`src/rtl/serial_word_sequencer.sv`:
```
// Parallel/serial bridge for the bit-serial ALU: streams an operand pair LSB-first,
// rebuilds the serial result into a word and captures the final carry.
module serial_word_sequencer #(
  parameter int WIDTH = 8
) (
  input  logic             clk,
  input  logic             rst,
  input  logic             i_start_valid,
  output logic             o_start_ready,
  input  logic [WIDTH-1:0] i_op_a,
  input  logic [WIDTH-1:0] i_op_b,
  input  logic [2:0]       i_func_in,
  output logic             o_alu_a,
  output logic             o_alu_b,
  output logic [2:0]       o_alu_func,
  output logic             o_alu_rst_n,
  input  logic             i_alu_out,
  input  logic             i_alu_c_out,
  output logic             o_res_valid,
  input  logic             i_res_ready,
  output logic [WIDTH-1:0] o_result,
  output logic             o_carry
);

  // state   | meaning
  // S_IDLE  | ready for a request
  // S_CLEAR | ALU carry held in clear for one cycle
  // S_SHIFT | WIDTH cycles streaming operand bits, collecting result bits
  // S_CARRY | capture the carry left by the last bit
  // S_DONE  | result/carry presented until consumed
  typedef enum logic [2:0] {
    S_IDLE,
    S_CLEAR,
    S_SHIFT,
    S_CARRY,
    S_DONE
  } state_t;

  localparam int CW = $clog2(WIDTH);
  localparam logic [CW-1:0] LAST = CW'(WIDTH - 1);

  state_t           r_state;
  state_t           w_next;
  logic             w_accept;
  logic             w_clear;
  logic             w_shift;
  logic             w_capture;
  logic [WIDTH-1:0] r_a_sh;
  logic [WIDTH-1:0] r_b_sh;
  logic [WIDTH-1:0] r_result;
  logic [CW-1:0]    r_count;
  logic [2:0]       r_func;
  logic             r_carry;

  always_ff @(posedge clk) begin
    if (!rst) r_state <= S_IDLE;
    else      r_state <= w_next;
  end

  always_comb begin
    w_next    = r_state;
    w_accept  = 1'b0;
    w_clear   = 1'b0;
    w_shift   = 1'b0;
    w_capture = 1'b0;
    case (r_state)
      S_IDLE: begin
        if (i_start_valid) begin
          w_accept = 1'b1;
          w_next   = S_CLEAR;
        end
      end
      S_CLEAR: begin
        w_clear = 1'b1;
        w_next  = S_SHIFT;
      end
      S_SHIFT: begin
        w_shift = 1'b1;
        if (r_count == LAST) w_next = S_CARRY;
      end
      S_CARRY: begin
        w_capture = 1'b1;
        w_next    = S_DONE;
      end
      S_DONE: begin
        if (i_res_ready) w_next = S_IDLE;
      end
      default: w_next = S_IDLE;
    endcase
  end

  always_ff @(posedge clk) begin
    if (!rst) begin
      r_a_sh   <= '0;
      r_b_sh   <= '0;
      r_result <= '0;
      r_count  <= '0;
      r_func   <= '0;
      r_carry  <= 1'b0;
    end else begin
      if (w_accept) begin
        r_a_sh <= i_op_a;
        r_b_sh <= i_op_b;
        r_func <= i_func_in;
      end
      if (w_clear) r_count <= '0;
      if (w_shift) begin
        r_result <= {i_alu_out, r_result[WIDTH-1:1]};
        r_a_sh   <= {1'b0, r_a_sh[WIDTH-1:1]};
        r_b_sh   <= {1'b0, r_b_sh[WIDTH-1:1]};
        // Saturate so the counter can never wrap past the last bit index.
        if (r_count != LAST) r_count <= r_count + 1'b1;
      end
      if (w_capture) r_carry <= i_alu_c_out;
    end
  end

  // Serial bits are gated by rst so the ALU sees zeros throughout reset.
  assign o_alu_a       = rst & w_shift & r_a_sh[0];
  assign o_alu_b       = rst & w_shift & r_b_sh[0];
  assign o_alu_func    = r_func;
  assign o_alu_rst_n   = rst & (r_state != S_CLEAR);
  assign o_start_ready = (r_state == S_IDLE);
  assign o_res_valid   = (r_state == S_DONE);
  assign o_result      = r_result;
  assign o_carry       = r_carry;

endmodule
```
`config.mk`:
```
export PLATFORM = sky130hd
export DESIGN_NAME = serial_word_sequencer
export DESIGN_NICKNAME = d
export VERILOG_FILES = /design/src/rtl/serial_word_sequencer.sv
export SDC_FILE = /design/constraint.sdc
export NUM_CORES = 1
export LEC_CHECK = 0
export BUFFER_PORTS_ARGS = -buffer_cell sky130_fd_sc_hd__buf_4
export CAP_MARGIN = 30
export CORE_MARGIN = 2
export CORE_UTILIZATION = 55
export CTS_CLUSTER_DIAMETER = 120
export CTS_CLUSTER_SIZE = 16
export DETAILED_ROUTE_END_ITERATION = 12
export GPL_TIMING_DRIVEN = 0
export PLACE_DENSITY = 0.82
export SYNTH_ARGS = -nofsm -noshare
export SYNTH_HDL_FRONTEND = slang
export SYNTH_SLANG_ARGS = --single-unit
export TNS_END_PERCENT = 50
```
`constraint.sdc`:
```
create_clock -name clk -period 2.8 [get_ports clk]
set_input_delay 0.14 -clock clk [delete_from_list [all_inputs] [get_ports clk]]
set_output_delay 0.14 -clock clk [all_outputs]
set_load 0.005 [all_outputs]
```
# Word-level counts from Yosys, hierarchy flattened
# Cells that the tools add are included.
[word_totals]
ff_bits = 34
output_inout_bits = 17
ramBits = 0
memories = 0
input_bits = 25
latchBits = 0
romBits = 0
[classes]
mul = 0
shift = 0
muxes = 16
bitwise_logic = 5
div = 0
n_lt_le_gt_ge = 0
n_addsub = 1
n_eq_ne = 10
n_reduce_logical = 4
[op_table]
columns = ["operator", "count"]
rows = [
  ["7-bit 2-to-1 mux", 4],
  ["3-bit 2-to-1 mux", 6],
  ["3-bit case mux with 5 select lines", 1],
  ["3-bit by 2-bit equality test with 1-bit output (second input constant)", 2],
  ["3-bit equality test (second input constant)", 2],
  ["1-bit 2-to-1 mux", 5],
  ["1-bit AND", 4],
  ["2-bit inequality test (second input constant)", 2],
  ["3-bit by 1-bit adder with 3-bit output (second input constant)", 1],
  ["3-bit by 1-bit equality test with 1-bit output (second input constant)", 1],
  ["3-bit logical NOT", 1],
  ["3-bit by 1-bit inequality test with 1-bit output (second input constant)", 1],
  ["3-bit inequality test (second input constant)", 1],
  ["3-bit AND reduction", 1],
  ["2-bit by 1-bit inequality test with 1-bit output (second input constant)", 1],
  ["2-bit nonzero test", 1],
  ["2-bit OR reduction", 1],
  ["1-bit NOT", 1],
]

# Logic depth before layout (Yosys ltp)
# Gate-level depths: netlist (run 1).
[depth]
ltp_word = 5
ltp_mapped = 7
depth_no_buf = 5

# Worst setup path after synthesis (run 1)
# No wires, ideal clock.
[synth_timing]
path_kind = "register to register"
startpoint = "reg r_state[2]"
endpoint = "reg r_result[0], in the netlist o_result[0]"
arrival_ns = 1.278
path_slack_ns = 1.381
path_stages_with_launch = 7
required_ns = 2.659
setup_ns = 0.141
period_less_slack_ns = 1.419
n_path_buf = 3
cell_sequence = "dfxtp_1 > buf_2 > or3b_1 > buf_2 > clkbuf_1 > nand2_1 > a21oi_1"
[synth_via]
elab_chain_len = 2
[synth_lines]
columns = ["element", "line_no", "rtl"]
rows = [
  ["start: declaration", "42", "state_t r_state;"],
  ["start signal: assignment", "57", "else r_state <= w_next;"],
  ["3-bit by 2-bit equality test with 1-bit output", "66", "case (r_state)"],
  ["1-bit 2-to-1 mux", "66", ""],
  ["end signal: assignment", "108", "r_result <= {i_alu_out, r_result[WIDTH-1:1]};"],
  ["end: declaration", "50", "logic [WIDTH-1:0] r_result;"],
]
# Every way passes these cells.
# A chain may end at the register's enable or synchronous reset.

# Worst setup path after layout (run 1)
[layout_timing]
startpoint = "reg r_state[2]"
endpoint = "out o_alu_a"
[layout_via]
elab_chain_len = 4
[layout_lines]
columns = ["element", "line_no", "rtl"]
rows = [
  ["3-bit by 2-bit equality test with 1-bit output", "66", ""],
  ["1-bit 2-to-1 mux", "66", ""],
  ["1-bit AND (2 in a row)", "119", "assign o_alu_a = rst & w_shift & r_a_sh[0];"],
  ["end: declaration", "13", "output logic o_alu_a,"],
]
# Every way passes these cells.

==> impl_metrics.yaml, run 1 <==
grt:
  antenna_found_initial: 0
  grt_overflow: 0
  grt_usage_pct: 23.8
  wire_length_of_the_first_global_routing_pass_mm: 6.12
  via_count_of_the_first_global_routing_pass: 1368
  maximum_number_of_pins_on_one_net_before_global_route_repair: 13
synth:
  netlist_area_um2: 1570
  synth_sequential_area_ratio_pct: 43.4
  ys_ff_latch: 34
  async_flop_share_pct: 0
  synth_enable_flop_cells: 0
  synth_cells: 177
  warnings_synthesis: 0
  netlist-cell-type-count: 28
  postSynthAreaPerCell_um2: 8.86
  synth_top_cell_by_area: "dfxtp_1"
  synth_top_flop_cell: "dfxtp_1"
  post-synth-top-area-fraction_pct: 43.4
  syn-num-nets: 204
  post_synth_main_area_contributors: "dfxtp_1 (43%), nand2_1 (12%), a311oi_2 (9.6%)"
critical_path:
  crit_end: "o_alu_a"
  worstPathRequired_ns: 2.66
  timing.reg2reg.setup_slack_ns: 1.12
  timing.rr.start: "r_state[2]"
  critPathLaunchType: "flip-flop"
  reg2regPathDepth: 5
  crit_type: "flip-flop to output port"
  cp-startpoint: "r_state[2]"
  worst-path-max-fanout: 10
  timing.critical_path.to_type: "output port"
  cp.arrival_ns: 1.89
  worstReg2RegEnd: "r_a_sh[1]"
route:
  antenna_violating_nets_post_route: 0
  viasPerCell: 5.51
  drt_pass1_iterations: 4
  dr.first_iter.drc_count: 83
  detail_route.drc_violations: 0
  vias: 1415
  total_wirelength_of_the_detailed_routed_design_mm: 3.67
  drt-wirelength-per-cell_um: 14.3
placement:
  dp_worst_setup_slack_ns: 1.16
  place.port_buffers: 41
  detailed_place.area_um2: 1920
  detailedPlacementHpwl_mm: 2.63
  dpl.cell_count: 249
  routabilityCongestion: 0.805
sta:
  clock-skew-final_ns: 0.00865
  min_period_ns: 2.03
  worst_slew_pin_slew_ns: 0.705
  final_worst_setup_slack_ns: 0.774
  finalSetupViolCount: 0
  fmax_mhz: 494
  share_of_the_clock_period_used_by_the_worst_path_after_layout_pct: 72.4
  unrepaired_setup_endpoints_after_global_routing: "no"
  max-slew-margin-rel_pct: 53.0
  timing.final.max_slew_violations: 0
  tns_ns: 0
  finalHoldViolCount: 0
clocking:
  htree_num_levels: 2
  cts_root_buffer: "clkbuf_4"
  tritoncts_num_sinks: 34
  clkLatencyLatePin_ns: 0.34
  cts_buffers: 5
  clk_pin_slew_worst_setup_hold_paths_ns: 0.12
  cts_setup_buffers: 0
  cts_resized: 0
  holdBufCountCts: 0
  clock_path_buffers: 2
  clock_tree_from_tritoncts: "built"
worst_hold_path:
  worstHoldPathType: "input port to flip-flop"
  timing.hold.worst_path_depth: 3
pwr:
  power_density_nw_per_um2: 596
  vdd.ir_drop.worst_mv: 0.659
  leakage_dissipation_nw: 0.857
  report.power.total_mw: 1.20
die:
  core.rowCount: 19
  floorplan.die_area_um2: 3300
  boundaryPins: 42
  initial_core_util_pct: 57.4
  fp.coreArea_um2: 2730
  die-width_um: 57.4
  die_h_um: 57.4
cells_and_area:
  final.fill_count: 207
  nets: 252
  post_layout_nonfiller_instances: 257
  final_cell_area_um2: 2020
  final_layout_size_suffix_gt1_share_pct: 32.3
  diodes: 0
  area_growth_syn_to_layout_pct: 28.9
outcome:
  status: "finished clean"
flow_run:
  max-cap-violations: 0
==> area by class of cell <==
cell class                 count  area (µm²)  share of cell area (%)
inverter                       1        3.75                   0.186
multi-input combinational    126         788                    39.0
clock inverter                 3        68.8                    3.40
clock buffer                   5        37.5                    1.86
buffer                        16        96.3                    4.76
timing repair buffer          41         308                    15.2
tap                           31        38.8                    1.92
sequential                    34         681                    33.7
==> cell usage in the layout, fill, tap and decap left out, drive strengths merged <==
cell type,n
nand2,51
and3,3
nor2,7
or2,1
ha,2
and2,2
nor3b,2
or3b,2
nand2b,3
bufinv,2
o22ai,3
buf,51
clkbuf,11
a311oi,14
mux2i,7
nor3,1
nor4b,1
a21oi,24
o21ai,2
inv,1
nand3b,1
clkinv,1
dfxtp,34
==> critical path: stages (launching register included) <==
cell,delay (ns)
dfxtp_1,0.31
buf_2,0.18
nor3b_4,0.35
clkbuf_1,0.37
and3_1,0.23
buf_4,0.11
==> worst min path at each step <==
stage / slack, ns / startpoint / endpoint
after floorplan: 0.28 / i_alu_out / o_result[7]
after global placement: 0.37 / i_alu_c_out / o_carry
after detailed placement: 0.38 / i_func_in[2] / o_alu_func[2]
after CTS: 0.02 / i_func_in[0] / o_alu_func[0]
after global routing: 0.03 / i_alu_c_out / o_carry
final: 0.03 / i_func_in[0] / o_alu_func[0]
==> through the flow <==
stage | hold slack, ns | util, %
2_1_floorplan | 0.276 | -
3_3_place_gp | 0.373 | 70.1
3_5_place_dp | 0.382 | 70.1
4_1_cts | 0.0188 | 74.0
5_1_grt | 0.0317 | 74.0
6_report | 0.0315 | 74.0
==> metal layers <==
| layer | global-route usage (%) | up-vias | wire length, µm |
|---|---|---|---|
| met1 | 31.7 | 660 | 1590 |
| met2 | 36.7 | 40 | 1810 |
| li1 | - | 710 | - |
| met5 | 0 | - | 0 |
| met3 | 6.58 | 5 | 229 |
| met4 | 8.97 | 0 | 41 |
==> Yosys cell counts (2+ instances only) <==
cell type / count
a21oi_1: 24
a311oi_1: 4
a311oi_2: 10
and3_1: 3
buf_2: 5
buf_6: 4
clkbuf_1: 6
dfxtp_1: 34
ha_1: 2
mux2i_1: 7
nand2_1: 51
nand2b_1: 3
nor2_1: 6
o22ai_1: 3
or3b_1: 2
==> sequential cells by signal (all words and copies together), names as in the netlist <==
name / flops
o_result: 8
r_a_sh: 8
r_b_sh: 8
o_alu_func: 3
r_count: 3
r_state: 3
o_carry: 1
==> logic make-up (layout without fill, tap and decap cells) <==
| family | Yosys count | after routing | share of synthesized area [%] |
|---|---|---|---|
| mux | 7 | 7 | 4.47 |
| simple gates | 74 | 74 | 22.9 |
| flops | 34 | 34 | 43.4 |
| compound gates | 43 | 43 | 21.3 |
| fa+ha+maj | 2 | 2 | 1.59 |
| buf+inv | 17 | 66 | 6.38 |
==> power breakdown <==
part	leakage [nW]	switching, mW	internal [mW]
sequential	0.279	0.0185	0.517
combinational	0.522	0.109	0.101
clock	0.0554	0.179	0.279
(Power assumes the default switching activity.)
==> inputs of run 2 (changes only) <==
Settings changed: ABC_AREA from default to 1, CORE_UTILIZATION 55 to 52, PLACE_DENSITY 0.82 to 0.78.
Clock period 2.8 ns to 2.05 ns, I/O delays scaled along.
==> run 2 against run 1 <==
Against the previous run: cell count up 27%; flip-flop and latch count unchanged; largest cell class unchanged; first-iteration DRC count up 40%; synthesized cell count up 33%; register-to-register slack worse by 0.39 ns; non-clock buffer count down 5; critical path depth down 1.
==> impl_metrics.yaml, run 2 <==
critical_path:
  timing.critical_path.to_type: "output port"
  worstReg2RegEnd: "r_a_sh[2]"
  crit_type: "flip-flop to output port"
  cp_common_cell: "buf_4"
  critPathLaunchType: "flip-flop"
  timing.reg2reg.setup_slack_ns: 0.73
  cpMaxStageDelayCell: "dfxtp_1"
  critical_path.n_buffers_inverters: 2
  timing.critical_path.cells: "buf_4 -> nand3_2 -> nor2_1 -> buf_4"
  timing.rr.start: "r_state[0]"
  cp-startpoint: "r_state[1]"
  cp.arrival_ns: 1.58
  worstPathRequired_ns: 1.95
  timing.critical_path.max_delay_family: "flip-flops"
  worst-path-max-fanout: 10
  critical-path-max-stage-delay_ns: 0.48
  reg2regPathDepth: 8
  cp.depth: 4
  crit_end: "o_alu_a"
route:
  detail_route.drc_violations: 0
  drt-wirelength-per-cell_um: 10.9
  antenna_violating_nets_post_route: 0
  dr.first_iter.drc_count: 116
  drt_pass1_iterations: 4
  total_wirelength_of_the_detailed_routed_design_mm: 3.55
  viasPerCell: 4.88
  vias: 1595
sta:
  clock-skew-final_ns: 0.0132
  worst_slew_pin_slew_ns: 0.436
  finalSetupViolCount: 0
  unrepaired_setup_endpoints_after_global_routing: "no"
  fmax_mhz: 596
  finalHoldViolCount: 0
  timing.final.max_slew_violations: 0
  max-slew-margin-rel_pct: 70.8
  share_of_the_clock_period_used_by_the_worst_path_after_layout_pct: 81.8
  min_period_ns: 1.68
  tns_ns: 0
synth:
  async_flop_share_pct: 0
  syn-num-nets: 262
  synth_top_cell_by_area: "dfxtp_1"
  synth_enable_flop_cells: 0
  postSynthAreaPerCell_um2: 7.00
  synth_top_flop_cell: "dfxtp_1"
  netlist_area_um2: 1640
  synth_sequential_area_ratio_pct: 41.4
  ys_ff_latch: 34
  synth.most_common_cell: "nand2_1"
  netlist-cell-type-count: 25
  warnings_synthesis: 0
  synthTopCellsByCount: "nand2_1 (53), nand3_1 (37), dfxtp_1 (34), nor2_1 (34), inv_1 (28)"
  post-synth-top-area-fraction_pct: 41.4
  synth_cells: 235
  post_synth_main_area_contributors: "dfxtp_1 (41%), nand2_1 (12%), nand3_1 (11%)"
outcome:
  status: "finished clean"
cells_and_area:
  diodes: 0
  final_cell_mix: "nand2_1 (53), buf_4 (43), nand3_1 (37), nor2_1 (34), dfxtp_1 (34)"
  postLayoutCoreUtil_pct: 69.6
  area_growth_syn_to_layout_pct: 28.2
  final_layout_size_suffix_gt1_share_pct: 24.0
  layout.cells.most_common: "nand2_1"
  final_cell_area_um2: 2110
  nets: 309
flow_run:
  max-cap-violations: 0
clocking:
  clock_tree_from_tritoncts: "built"
  clk_pin_slew_worst_setup_hold_paths_ns: 0.12
  htree_num_levels: 2
  cts_buffers: 5
  clock_path_buffers: 2
  cts_setup_buffers: 0
  cts_resized: 0
  clkLatencyLatePin_ns: 0.34
  cts_root_buffer: "clkbuf_4"
  tritoncts_num_sinks: 34
pwr:
  power.share.combinational_pct: 30.8
  p_switching_mw: 0.658
  internal_mw: 1.41
  vdd.ir_drop.worst_mv: 0.548
  power_switching_share_pct: 31.9
  power_density_nw_per_um2: 980
  clock_power_share_pct: 30.1
  power.share.sequential_pct: 39.2
  leakage_dissipation_nw: 1.03
die:
  initial_core_util_pct: 54.3
  die-width_um: 60.2
  core.rowCount: 20
  boundaryPins: 42
  die_h_um: 60.2
  floorplan.die_area_um2: 3630
  fp.coreArea_um2: 3030
grt:
  maximum_number_of_pins_on_one_net_before_global_route_repair: 13
  wire_length_of_the_first_global_routing_pass_mm: 6.00
  via_count_of_the_first_global_routing_pass: 1340
  antenna_found_initial: 0
  grt_usage_pct: 22.3
  grt_overflow: 0
placement:
  detailedPlacementHpwl_mm: 2.46
  routabilityCongestion: 0.778
  detailed_place.area_um2: 1990
  place.port_buffers: 39
worst_hold_path:
  worstHoldPathType: "input port to flip-flop"
-- run 2: changes by cell type after synthesis, sizes merged, moves of 3 or more --
| cell | before | now |
|---|---|---|
| nor2 | 7 | 36 |
| nand2b | 3 | 0 |
| nand2 | 51 | 55 |
| nand3 | 0 | 40 |
| clkbuf | 6 | 1 |
| o21ai | 2 | 5 |
| mux2i | 7 | 0 |
| a21oi | 24 | 8 |
| and3 | 3 | 0 |
| inv | 1 | 29 |
| o22ai | 3 | 7 |
| a311oi | 14 | 0 |
-- run 2: cell type report --
cell class	instances	area [µm²]
Buffer	12	93.8
Clock buffer	5	37.5
Clock inverter	3	68.8
Fill cell	274	920
Inverter	30	113
Multi-Input combinational cell	159	757
Sequential cell	34	681
Tap cell	44	55.1
Timing Repair Buffer	40	303
-- run 2: tightest hold or removal path, cell delays in order --
cell	delay [ns]
buf_4	0.11
nand3_1	0.07
a21oi_1	0.05
-- run 2: cell families (layout without fill, tap and decap cells) --
kind of cell	after synthesis	in the layout	share of synthesized area, %
buffers and inverters	42	90	12.6
AND/OR/NAND/NOR	135	135	37.1
flip-flops	34	34	41.4
adder cells (fa/ha/maj)	2	2	1.52
AO/OA/AOI/OAI	22	22	7.46
-- run 2: worst min-delay path by stage --
stage / from / cells after the start / to
after global routing: i_op_a[7] / 3 / r_a_sh[7]
after CTS: i_func_in[2] / 3 / o_alu_func[2]
after global placement: i_alu_out / 3 / o_result[7]
after floorplan: i_alu_out / 2 / o_result[7]
final: i_func_in[2] / 3 / o_alu_func[2]
after detailed placement: i_func_in[2] / 3 / o_alu_func[2]
-- run 2: per-stage QoR --
step	hold slack (ns)	worst slack, ns	cells	power [mW]
detailed placement	0.387	0.727	318	1.46
finish	0.0171	0.372	327	2.07
CTS	0.00897	0.338	326	2.08
floorplan	0.258	0.861	235	1.29
global placement	0.378	0.720	318	1.45
global route	0.0103	0.229	327	2.21
-- run 2: power groups by stage --
stage | sequential (mW) | clock (mW) | combinational, mW
2_1_floorplan | 0.816 | 0 | 0.469
3_3_place_gp | 0.822 | 0 | 0.627
3_5_place_dp | 0.824 | 0 | 0.634
4_1_cts | 0.810 | 0.629 | 0.638
5_1_grt | 0.821 | 0.666 | 0.725
6_report | 0.809 | 0.621 | 0.635
-- run 2: what timing repair did --
action,4_1_cts,5_1_grt
hold buffers,0,1
hold endpoints to repair,0,1
endpoints found under the setup margin,0,0
-- run 2: routing by layer --
metal | GRT usage (%) | wire (µm) | part of all wire, % | up-vias
met1 | 27.9 | 1670 | 47 | 703
met2 | 35.7 | 1620 | 46 | 42
li1 | - | - | - | 842
met4 | 8.89 | 65 | 1.8 | 0
met3 | 6.49 | 190 | 5.3 | 8
met5 | 0 | 0 | 0 | -
